**config.mk**
```make
export PLATFORM = sky130hd
export DESIGN_NAME = gamepad_event_gen
export DESIGN_NICKNAME = d
export VERILOG_FILES = /design/src/rtl/gamepad_pkg.sv /design/src/rtl/gamepad_btn_update.sv /design/src/rtl/gamepad_event_gen.sv
export SDC_FILE = /design/constraint.sdc
export NUM_CORES = 1
export LEC_CHECK = 0
export ABC_AREA = 1
export CORE_MARGIN = 5
export CORE_UTILIZATION = 50
export DETAILED_ROUTE_END_ITERATION = 7
export HOLD_SLACK_MARGIN = 0.03
export PLACE_DENSITY_LB_ADDON = 0.25
export SYNTH_ARGS = -nofsm -noshare
export SYNTH_HDL_FRONTEND = slang
export SYNTH_HIERARCHICAL = 1
export SYNTH_SLANG_ARGS = --single-unit
```
**constraint.sdc**
```tcl
create_clock -name clk -period 2.9 [get_ports clk]
set_input_delay 0.435 -clock clk [delete_from_list [all_inputs] [get_ports clk]]
set_output_delay 0.435 -clock clk [all_outputs]
set_load 0.01 [all_outputs]
```
**src/rtl/gamepad_pkg.sv**
```systemverilog
// gamepad_pkg: shared button indices, repeat-state encoding and counter widths
// for the gamepad event generator.
package gamepad_pkg;
    localparam int BTN_B      = 0;
    localparam int BTN_Y      = 1;
    localparam int BTN_SELECT = 2;
    localparam int BTN_START  = 3;
    localparam int BTN_UP     = 4;
    localparam int BTN_DOWN   = 5;
    localparam int BTN_LEFT   = 6;
    localparam int BTN_RIGHT  = 7;
    localparam int BTN_A      = 8;
    localparam int BTN_X      = 9;
    localparam int BTN_L      = 10;
    localparam int BTN_R      = 11;

    localparam int DEB_W   = 2;
    localparam int REP_W   = 6;
    localparam int RSTAT_W = 2;

    typedef enum logic [RSTAT_W-1:0] {
        REP_IDLE   = 2'd0,
        REP_DELAY  = 2'd1,
        REP_REPEAT = 2'd2
    } rep_state_t;

    typedef enum logic {
        CTRL_IDLE = 1'b0,
        CTRL_SCAN = 1'b1
    } ctrl_state_t;
endpackage

```
**src/rtl/gamepad_btn_update.sv**
```systemverilog
// gamepad_btn_update: one button's debounce and auto-repeat step for one frame;
// purely combinational so a single copy can be shared by all lanes.
module gamepad_btn_update
    import gamepad_pkg::*;
#(
    parameter int DEBOUNCE_FRAMES = 2,
    parameter int REPEAT_DELAY    = 30,
    parameter int REPEAT_RATE     = 6
) (
    input  logic               raw,
    input  logic               stable,
    input  logic [DEB_W-1:0]   deb_cnt,
    input  logic [RSTAT_W-1:0] rep_st,
    input  logic [REP_W-1:0]   rep_cnt,
    output logic               stable_n,
    output logic [DEB_W-1:0]   deb_cnt_n,
    output logic [RSTAT_W-1:0] rep_st_n,
    output logic [REP_W-1:0]   rep_cnt_n,
    output logic               pressed,
    output logic               released,
    output logic               rpt
);
    localparam logic [DEB_W:0] DEB_LIM = (DEB_W+1)'(DEBOUNCE_FRAMES);
    localparam logic [REP_W:0] DLY_LIM = (REP_W+1)'(REPEAT_DELAY);
    localparam logic [REP_W:0] RATE_LIM = (REP_W+1)'(REPEAT_RATE);

    logic [DEB_W:0] deb_inc;
    logic [REP_W:0] rep_inc;
    logic [REP_W:0] rep_lim;
    logic           flip;
    logic           held;

    assign deb_inc  = {1'b0, deb_cnt} + 1'b1;
    assign rep_inc  = {1'b0, rep_cnt} + 1'b1;
    assign flip     = (raw != stable) && (deb_inc == DEB_LIM);
    assign stable_n = flip ? raw : stable;
    assign deb_cnt_n = (raw == stable || flip) ? '0 : deb_inc[DEB_W-1:0];
    assign pressed  = flip && raw;
    assign released = flip && !raw;

    // a release frame never counts toward a repeat
    assign held     = stable && !flip && rep_st != REP_IDLE;
    assign rep_lim  = (rep_st == REP_DELAY) ? DLY_LIM : RATE_LIM;
    assign rpt      = held && rep_inc == rep_lim;

    assign rep_st_n  = pressed ? REP_DELAY : released ? REP_IDLE : rpt ? REP_REPEAT : rep_st;
    assign rep_cnt_n = (flip || rpt) ? '0 : held ? rep_inc[REP_W-1:0] : rep_cnt;
endmodule

```
**src/rtl/gamepad_event_gen.sv**
```systemverilog
// gamepad_event_gen: per-frame debounce/auto-repeat event generator that scans
// one button per cycle through a shared update datapath.
module gamepad_event_gen
    import gamepad_pkg::*;
#(
    parameter int NUM_BUTTONS     = 12,
    parameter int DEBOUNCE_FRAMES = 2,
    parameter int REPEAT_DELAY    = 30,
    parameter int REPEAT_RATE     = 6
) (
    input  logic                   clk,
    input  logic                   rst_n,
    input  logic [NUM_BUTTONS-1:0] buttons_raw,
    input  logic                   is_present,
    input  logic                   frame_tick,
    output logic [NUM_BUTTONS-1:0] btn_state,
    output logic [NUM_BUTTONS-1:0] btn_pressed,
    output logic [NUM_BUTTONS-1:0] btn_released,
    output logic [NUM_BUTTONS-1:0] btn_repeat,
    output logic                   events_valid,
    output logic                   overrun
);
    localparam int IDX_W = NUM_BUTTONS > 1 ? $clog2(NUM_BUTTONS) : 1;
    localparam logic [IDX_W-1:0] LAST = IDX_W'(NUM_BUTTONS - 1);

    ctrl_state_t state, state_n;
    logic [IDX_W-1:0] idx;
    logic [NUM_BUTTONS-1:0] snap, stable, p_acc, r_acc, rp_acc;
    logic [NUM_BUTTONS-1:0] st_v, p_v, r_v, rp_v;
    logic [DEB_W-1:0]   deb_cnt [NUM_BUTTONS];
    logic [RSTAT_W-1:0] rep_st  [NUM_BUTTONS];
    logic [REP_W-1:0]   rep_cnt [NUM_BUTTONS];
    logic busy, start, last, scan;
    logic stb_n, prs, rls, rpt;
    logic [DEB_W-1:0]   deb_n;
    logic [RSTAT_W-1:0] rst_st_n;
    logic [REP_W-1:0]   rep_n;

    // the events_valid cycle still counts as busy so a tick there is an overrun
    assign busy    = state == CTRL_SCAN || events_valid;
    assign start   = frame_tick && !busy;
    assign scan    = state == CTRL_SCAN;
    assign last    = idx == LAST;
    assign overrun = rst_n && frame_tick && busy;

    always_comb begin
        state_n = state;
        state_n = scan ? (last ? CTRL_IDLE : CTRL_SCAN) : (start ? CTRL_SCAN : CTRL_IDLE);
    end

    always_ff @(posedge clk) begin
        if (!rst_n) state <= CTRL_IDLE;
        else        state <= state_n;
    end

    gamepad_btn_update #(
        .DEBOUNCE_FRAMES(DEBOUNCE_FRAMES),
        .REPEAT_DELAY   (REPEAT_DELAY),
        .REPEAT_RATE    (REPEAT_RATE)
    ) u_upd (
        .raw      (snap[idx]),
        .stable   (stable[idx]),
        .deb_cnt  (deb_cnt[idx]),
        .rep_st   (rep_st[idx]),
        .rep_cnt  (rep_cnt[idx]),
        .stable_n (stb_n),
        .deb_cnt_n(deb_n),
        .rep_st_n (rst_st_n),
        .rep_cnt_n(rep_n),
        .pressed  (prs),
        .released (rls),
        .rpt      (rpt)
    );

    always_comb begin
        st_v = stable;
        p_v  = p_acc;
        r_v  = r_acc;
        rp_v = rp_acc;
        st_v[idx] = stb_n;
        p_v[idx]  = prs;
        r_v[idx]  = rls;
        rp_v[idx] = rpt;
    end

    always_ff @(posedge clk) begin
        if (!rst_n) begin
            idx          <= '0;
            snap         <= '0;
            stable       <= '0;
            p_acc        <= '0;
            r_acc        <= '0;
            rp_acc       <= '0;
            btn_state    <= '0;
            btn_pressed  <= '0;
            btn_released <= '0;
            btn_repeat   <= '0;
            events_valid <= 1'b0;
            for (int i = 0; i < NUM_BUTTONS; i++) begin
                deb_cnt[i] <= '0;
                rep_st[i]  <= REP_IDLE;
                rep_cnt[i] <= '0;
            end
        end else begin
            events_valid <= scan && last;
            if (start) begin
                snap   <= buttons_raw & {NUM_BUTTONS{is_present}};
                idx    <= '0;
                p_acc  <= '0;
                r_acc  <= '0;
                rp_acc <= '0;
            end
            if (scan) begin
                idx          <= idx + 1'b1;
                stable       <= st_v;
                p_acc        <= p_v;
                r_acc        <= r_v;
                rp_acc       <= rp_v;
                deb_cnt[idx] <= deb_n;
                rep_st[idx]  <= rst_st_n;
                rep_cnt[idx] <= rep_n;
                if (last) begin
                    btn_state    <= st_v;
                    btn_pressed  <= p_v;
                    btn_released <= r_v;
                    btn_repeat   <= rp_v;
                end
            end
        end
    end
endmodule

```
# After elaboration in Yosys (flattened, before gate mapping)
# Memories as Yosys holds them, arrays and structs flattened. A register that Yosys moved wholly into a read port is not among the register bits.
# Index checks and enable logic that the tools add are counted.
# Widths: inputs -> output; s select.
[totals] regBits=114 ramBits=120 input_bits=16 output_inout_bits=50 elab_cells=96 mem_count=3
[memory_table] memory="rep_cnt" words=12 width=6 read_ports=1 rd_clocked_by_memory_dff=1 write_ports=12 line_no="gamepad_event_gen.sv:32" rtl="logic [REP_W-1:0] rep_cnt [NUM_BUTTONS];"
[memory_table] memory="deb_cnt" words=12 width=2 read_ports=1 rd_clocked_by_memory_dff=1 write_ports=12 line_no="gamepad_event_gen.sv:30" rtl="logic [DEB_W-1:0] deb_cnt [NUM_BUTTONS];"
[memory_table] memory="rep_st" words=12 width=2 read_ports=1 rd_clocked_by_memory_dff=1 write_ports=12 line_no="gamepad_event_gen.sv:31" rtl="logic [RSTAT_W-1:0] rep_st [NUM_BUTTONS];"
[classes] addsub=3 magnitude_cmp=2 eq_ne=6 muxes=46 bitwise=1 reduce_logical=23
[op_table] op="$bwmux 12" count=4
[op_table] op="$mux 12" count=4
[op_table] op="$mux 4" count=11
[op_table] op="$mux 6" count=3
[op_table] op="$mux 1" count=14
[op_table] op="$and 12x12->12" count=1
[op_table] op="$mux 2" count=6
[op_table] op="$logic_and 1x1->1" count=11
[op_table] op="$bmux 1 s4" count=2
[op_table] op="$add 6x1->7 const B" count=1
[op_table] op="$eq 7x7->1" count=1
[op_table] op="$reduce_or 6->1" count=1
[op_table] op="$lt 4x5->1 const B" count=1
[op_table] op="$mux 5" count=1
[op_table] op="$add 4x1->4 const B" count=1
[op_table] op="$demux 1 s4" count=1
[op_table] op="$eq 4x4->1 const B" count=1
[op_table] op="$ge 4x1->1 const B" count=1
[op_table] op="$reduce_bool 2->1" count=2
[op_table] op="$reduce_or 2->1" count=2
[op_table] op="$add 2x1->3 const B" count=1
[op_table] op="$eq 3x2->1 const B" count=1
[op_table] op="$logic_not 1->1" count=3
[op_table] op="$logic_or 1x1->1" count=3
[op_table] op="other kinds (4)" count=4

# Logic depth before layout (Yosys ltp)
# Gate-level depths: netlist (run 1).
[logic_depth] ltp_word=12 ltp_mapped=24 mapped_depth_nobuf=21

# Modules after synthesis
# The synthesis (run 1) kept the hierarchy.
[modules_own_cells] module="gamepad_event_gen" instances=1 cells_each=1512 area_each_um2=12241.7 seq_area_each_um2=7106.8
[modules_own_cells] module="gamepad_btn_update" instances=1 cells_each=79 area_each_um2=414.1 seq_area_each_um2=0.0

# Least setup slack after synthesis (run 1)
# Ideal clock, no wire load.
[synth_timing] kind="register to register" from="register with a tool-made name" to="memory rep_cnt[0][2] (data pin)" setup_ns=0.266 arrival_time_ns=2.606 t_required_ns=2.634 slack_ns=0.028 path_stages_with_launch=20 path_buffers=3 path_cell_list="dfxtp_1 -> clkbuf_1 -> clkbuf_1 -> nand2_1 -> nand3_1 -> nand3_1 -> nand3_1 -> nand2_1 -> ha_1 -> nand2_1 -> clkinv_1 -> nor2_1 -> nand3_1 -> nor2_4 -> nand2_4 -> nand2_4 -> nor2_2 -> inv_1 -> clkbuf_1 -> nor2_1"
[synth_rtl] element="end: declaration" line_no="gamepad_event_gen.sv:32"

==> results.ini, run 1 <==
[outcome]
outcome=complete, no violations

[die]
die_x_um=169.1
core_um2=25040
ioPinCount=66
initial_core_util_pct=50.55
die_area_um2=28590
die_h_um=169.1
rows=58

[synth]
yosys.cell_types.count=30
yosysSeqAreaShare_pct=56.15
syn_nets=1616
synthCells=1591
ys_warn_count=6
syn_avg_cell_area_um2=7.955
ys_ff_latch=275
synth_area_um2=12660

[worst_hold_path]
min_to=p_acc[5]
holdPathStages=2
min-delay-start=p_acc[5]
hold_path_class=reg -> reg

[drt]
drc=0
drtIter0Drc=1036
ant_nets=0
firstDrtPassIters=6
vias=10630
wirelength_mm=34.00
wl_per_cell_um=16.65
via_per_inst=5.207

[cts]
cts_tree=built
insertion_delay_ps=550
path_clk_slew_ps=70
clock_sinks=275
clock_path_buffers=3
clock-root-buffer=clkbuf_16
h-tree-depth=1
cts-buffers-inserted=29

[sta]
finalMaxSlewViolations=0
setup_viol=0
final_hold_viol_count=0
tightest_slew_ps=589.1
finalCritPeriodShare_pct=99.94
fmax_ghz=0.3450
slew_headroom_pct=60.63
rsz0062_at_grt=true
setup_tns_ps=0
fin_skew_ps=13.69
hold-worst-slack_ps=445.3
finalCriticalPeriod_ps=2898

[grt]
grt_pass1_wl_mm=51.84
grt_pass1_vias=10010
grt_max_degree=51
grt_antenna_before_repair=0
grt_usage_pct=22.23
grt-ovfl-total=0

[place]
gp_congestion=0.8659
placed_cell_area_um2=13960
dp_hpwl_mm=21.07
port_buffers=65

[job]
cap_viol_max_count=0

[final_layout]
drive_above_1_share_pct=12.62
syn_to_final_growth_pct=23.04
diodes=0
fin_nets=1714
finish.utilization_pct=62.20
final_area_um2=15570

[worst_setup_path]
reg2reg_setup_slack_ps=2
timing.rr.end=rep_cnt[5][5]
cp-end-kind=flip-flop
cp-start-kind=flip-flop
rr_worst_depth=21
critical_path_class=reg -> reg
crit_fanout=12
worst_ep_required_time_ps=3190
cp.arrival_ps=3180

[power_and_ir_drop]
p_leak_nw=6.750
power_density_nw_per_um2=611.1
p_total_w=0.009517
ir_drop_mv=0.5195

layer usage:
layer / wire length, µm / GRT usage [%] / vias up
met4: 942 / 6.125 / 0
met2: 16540 / 38.47 / 405
met5: 0 / 0 / -
met1: 14300 / 29.60 / 4936
met3: 2218 / 2.872 / 73
li1: - / - / 5219
power by group:
part	total [W]	internal [W]	switching (W)
Sequential	0.00431	0.00426	0.0000452
Clock	0.00381	0.00226	0.00155
Combinational	0.00140	0.000532	0.000870
state kept, by name, indices dropped and copies added (netlist names), named ones only:
| signal | cells |
|---|---|
| btn_pressed | 12 |
| btn_released | 12 |
| btn_repeat | 12 |
| btn_state | 12 |
| deb_cnt | 32 |
| events_valid | 1 |
| idx | 4 |
| p_acc | 11 |
| r_acc | 11 |
| rep_cnt | 96 |
| rep_st | 32 |
| rp_acc | 11 |
| scan | 1 |
| snap | 12 |
| stable | 12 |
per-stage QoR:
step	worst slack (ps)	std cells
3_3_place_gp	136.2	1954
4_1_cts	47.29	2008
3_5_place_dp	73.30	1954
6_report	1.680	2042
5_1_grt	-164.6	2042
2_1_floorplan	28.01	1591
critical path, stage by stage (launching register included):
cell and delay (ps):
dfxtp_4 430, clkinv_8 100, buf_12 130, clkbuf_16 160, buf_4 160, nand2_1 60
nand3_1 80, nand3_2 80, nand3_2 100, nand2_2 120, inv_1 100, nand4_1 110
nand2_2 110, nor2_2 120, nand2_1 60, nand2_2 90, nand2_4 90, nand2_4 170
nor2_2 80, inv_1 90, buf_12 140, nor2_1 50
kinds of logic (layout without fill, tap and decap cells):
logic type / count (synthesis) / in the layout / synth area share, %
compound gates: 143 / 143 / 5.912
xor+xnor: 1 / 1 / 0.06922
fa+ha+maj: 9 / 9 / 0.8898
buf+inv: 294 / 415 / 8.898
flops: 275 / 275 / 56.15
simple gates: 869 / 869 / 28.08
cells in the mapped netlist:
master	number	area share [%]
a21oi_1	18	0.71
a21oi_2	2	0.14
buf_1	5	0.15
buf_2	12	0.47
buf_4	2	0.12
clkbuf_1	70	2.1
clkinv_1	2	0.059
dfxtp_1	115	18
edfxtp_1	160	38
ha_1	9	0.89
inv_1	195	5.8
inv_2	8	0.24
nand2_1	475	14
nand2_2	3	0.15
nand2_4	2	0.18
nand3_1	152	6.0
nand3_2	1	0.079
nand4_1	1	0.049
nor2_1	216	6.4
nor2_2	10	0.49
nor2_4	3	0.27
nor3_1	3	0.12
nor3_4	1	0.13
nor3b_1	1	0.059
o211ai_1	3	0.18
o21ai_0	101	4.0
o21ai_1	12	0.47
o21bai_1	7	0.42
or2_2	1	0.049
xnor2_1	1	0.069
cell usage in the layout (no fill, tap or decap), drive strengths merged, types with 13 or more instances in the layout:
master / Yosys / final
edfxtp: 160 / 160
dfxtp: 115 / 115
o21ai: 113 / 113
nand3: 153 / 153
buf: 19 / 87
nand2: 480 / 480
inv: 203 / 207
clkbuf: 70 / 40
clkinv: 2 / 13
a21oi: 20 / 20
nor2: 229 / 229
clkdlybuf4s50: 0 / 64
worst max-delay path by stage:
stage               startpoint             to  slack, ps  cells after the start
global route         flip-flop  rep_cnt[8][5]       -160                     22
detailed placement   flip-flop  rep_cnt[1][1]         70                     18
finish               flip-flop  rep_cnt[5][5]          2                     21
CTS                  flip-flop  rep_cnt[1][1]         50                     18
global placement     flip-flop  rep_cnt[4][1]        140                     18
floorplan            flip-flop  rep_cnt[0][2]         30                     19
what timing repair did:
action                                  CTS  global route
hold buffers                              0             0
resized for setup                         0            85
buffers inserted                          0            29
endpoints found under the setup margin    0           136
cell type report:
cell class / count / area [µm²]
Sequential cell: 275 / 7112
Multi-Input combinational cell: 1022 / 4599
Clock inverter: 19 / 178.9
Fill cell: 2088 / 9464
Timing Repair Buffer: 156 / 1668
Inverter: 205 / 790.8
Clock buffer: 35 / 810.8
Tap cell: 330 / 412.9
(Power assumes the default switching activity.)
==> run 2, diff against run 1 <==
DONT_BUFFER_PORTS = 1   (was default)
PLACE_DENSITY = 0.76   (was default)
PLACE_DENSITY_LB_ADDON = default   (was 0.25)
==> results.ini, run 2 (synthesized netlist as in run 1, its figures left out) <==
[die]
ioPinCount=66  ; unchanged
die_x_um=169.1  ; unchanged
initial_core_util_pct=50.55  ; unchanged
core_um2=25040  ; unchanged
die_h_um=169.1  ; unchanged
rows=58  ; unchanged
die_area_um2=28590  ; unchanged

[worst_setup_path]
cp-end-kind=flip-flop
critical_path_class=reg -> reg
reg2reg_setup_slack_ps=70  ; +70 ps
rr_worst_depth=19  ; -9.5%
worst_ep_required_time_ps=3380  ; +190 ps
cp.arrival_ps=3300  ; +120 ps
crit_fanout=8  ; -4
cp-start-kind=flip-flop

[final_layout]
top_regs=rep_cnt (96), deb_cnt (32), rep_st (32)
largest_register=rep_cnt
drive_above_1_share_pct=12.86  ; +0.24 points
syn_to_final_growth_pct=17.55
diodes=0  ; unchanged
fin_nets=1644  ; -4.1%
final_common_cell=nand2_1
fill_cells=2102  ; +0.67%
layout_common_cells=nand2_1 (461), nor2_1 (214), inv_1 (189)
largest_reg_flops=96  ; unchanged

[drt]
via_per_inst=5.322  ; +2.2%
vias=10490  ; -1.4%
ant_nets=0  ; unchanged
top_layer=met4
wl_per_cell_um=17.51  ; +5.2%
wirelength_mm=34.51  ; +1.5%
drtIter0Drc=1077  ; +4.0%
wl_met2_mm=16.64  ; +0.63%
m1WireLength_mm=13.55  ; -5.3%
firstDrtPassIters=6  ; unchanged
met3_wirelength_mm=3.094  ; +39%
drc=0  ; unchanged

[worst_hold_path]
hold_path_class=in -> reg
holdPathStages=2  ; unchanged

[cts]
clock_path_buffers=3  ; unchanged
cts-buffers-inserted=28  ; -3.4%
cts_tree=built
path_clk_slew_ps=60  ; about the same
h-tree-depth=1  ; unchanged
insertion_delay_ps=550  ; about the same
clock_sinks=275  ; unchanged
clock-root-buffer=clkbuf_16

[job]
cap_viol_max_count=0  ; unchanged

[grt]
grt_pass1_vias=9871  ; -1.4%
grt_pass1_wl_mm=51.78  ; -0.11%
grt_usage_pct=22.43  ; +0.20 points
grt_max_degree=45  ; -12%
grt-ovfl-total=0  ; unchanged
grt_antenna_before_repair=0  ; unchanged

[outcome]
outcome=complete, no violations

[sta]
final_hold_viol_count=0  ; unchanged
setup_viol=0  ; unchanged
setup_tns_ps=0  ; unchanged
finalCriticalPeriod_ps=2828  ; -70.78 ps
fin_skew_ps=17.88  ; +4.190 ps
slew_headroom_pct=58.63  ; -2.0 points
tightest_slew_ps=618.8  ; +29.68 ps
fmax_ghz=0.3537  ; +2.5%
finalCritPeriodShare_pct=97.50  ; -2.4 points
fin_ws_ps=72.46  ; +70.78 ps
finalMaxSlewViolations=0  ; unchanged

[power_and_ir_drop]
p_switching_w=0.002422  ; -1.6%
power_density_nw_per_um2=628.0  ; +2.8%
p_clk_share_pct=38.5  ; -1.5 points
sw_frac_of_total_pct=25.92  ; +0.063 points
p_comb_share_pct=15.5  ; +0.8 points
p_leak_nw=6.447  ; -4.5%
intPower_w=0.006921  ; -1.9%
ir_drop_mv=0.5416  ; +4.3%
power_frac_seq_pct=46.1  ; +0.8 points

[place]
dp_hpwl_mm=21.43  ; +1.7%
port_buffers=0  ; -100%
gp_congestion=0.9021  ; +4.2%
dp_slack_ps=5.474  ; -67.83 ps

[run 2: power by group through the flow]
stage / Combinational [W] / Sequential, W / Clock, W
3_3_place_gp: 0.00123 / 0.00438 / 0
6_report: 0.00144 / 0.00430 / 0.00360
5_1_grt: 0.00155 / 0.00431 / 0.00382
3_5_place_dp: 0.00124 / 0.00439 / 0
4_1_cts: 0.00128 / 0.00430 / 0.00363
2_1_floorplan: 0.000711 / 0.00437 / 0
[run 2: routing by layer]
metal  track usage (%)  vias up
li1                  -     5071
met1             29.81     4859
met2             37.32      467
met3             3.877       92
met4             7.805        0
met5                 0        -
[run 2: final timing paths]
check,startpoint,endpoint
worst min register to register,p_acc[10],p_acc[10]
worst max-delay path,flip-flop,btn_repeat[8]
worst max register to register,flip-flop,btn_repeat[8]
worst min-delay path,rst_n,btn_pressed[9]
[run 2: final cells by class]
type                    instances  area, µm²  share of cell area [%]
clock buffers                  47      839.6                   5.643
clock inverters                 5      75.07                  0.5046
inverters                     205      792.0                   5.324
multi-input cells            1022       4629                   31.12
flip-flops and latches        275       7112                   47.80
well taps                     330      412.9                   2.775
repair buffers                 86       1008                   6.779
repair inverters                1      7.507                 0.05046
[run 2: repair_timing]
action | 4_1_cts | 5_1_grt
hold buffers | 1 | 1
setup buffers | 1 | 14
cloned | 2 | 9
gates resized for setup | 11 | 66
pin swaps | 1 | 20
endpoints found under the hold margin | 10 | 1
endpoints found under the setup margin | 5 | 133
[run 2: critical path, cell delays in order (launching register included)]
cell and delay [ps]:
dfxtp_4 410, buf_12 160, buf_12 130, nand2_1 120
nand3_2 120, nand3_2 90, nand3_2 70, nand2_2 80
ha_4 180, inv_4 60, nand2_2 60, a21oi_4 170
nand3_2 110, nor2_4 130, nand2_4 100, clkinvlp_4 150
clkinvlp_4 190, nand2_1 110, nand3_1 130, o21ai_1 160
[run 2: metrics by stage]
step	power, W	utilization [%]	hold WS [ps]	area [µm²]	instances
after floorplan	0.005082	-	419.1	12660	1591
after CTS	0.009208	57.25	30.08	14330	1947
after detailed placement	0.005629	53.25	432.2	13330	1891
after global routing	0.009674	59.42	39.58	14880	1971
after global placement	0.005612	53.25	427.8	13330	1891
final	0.009343	59.42	38.06	14880	1971
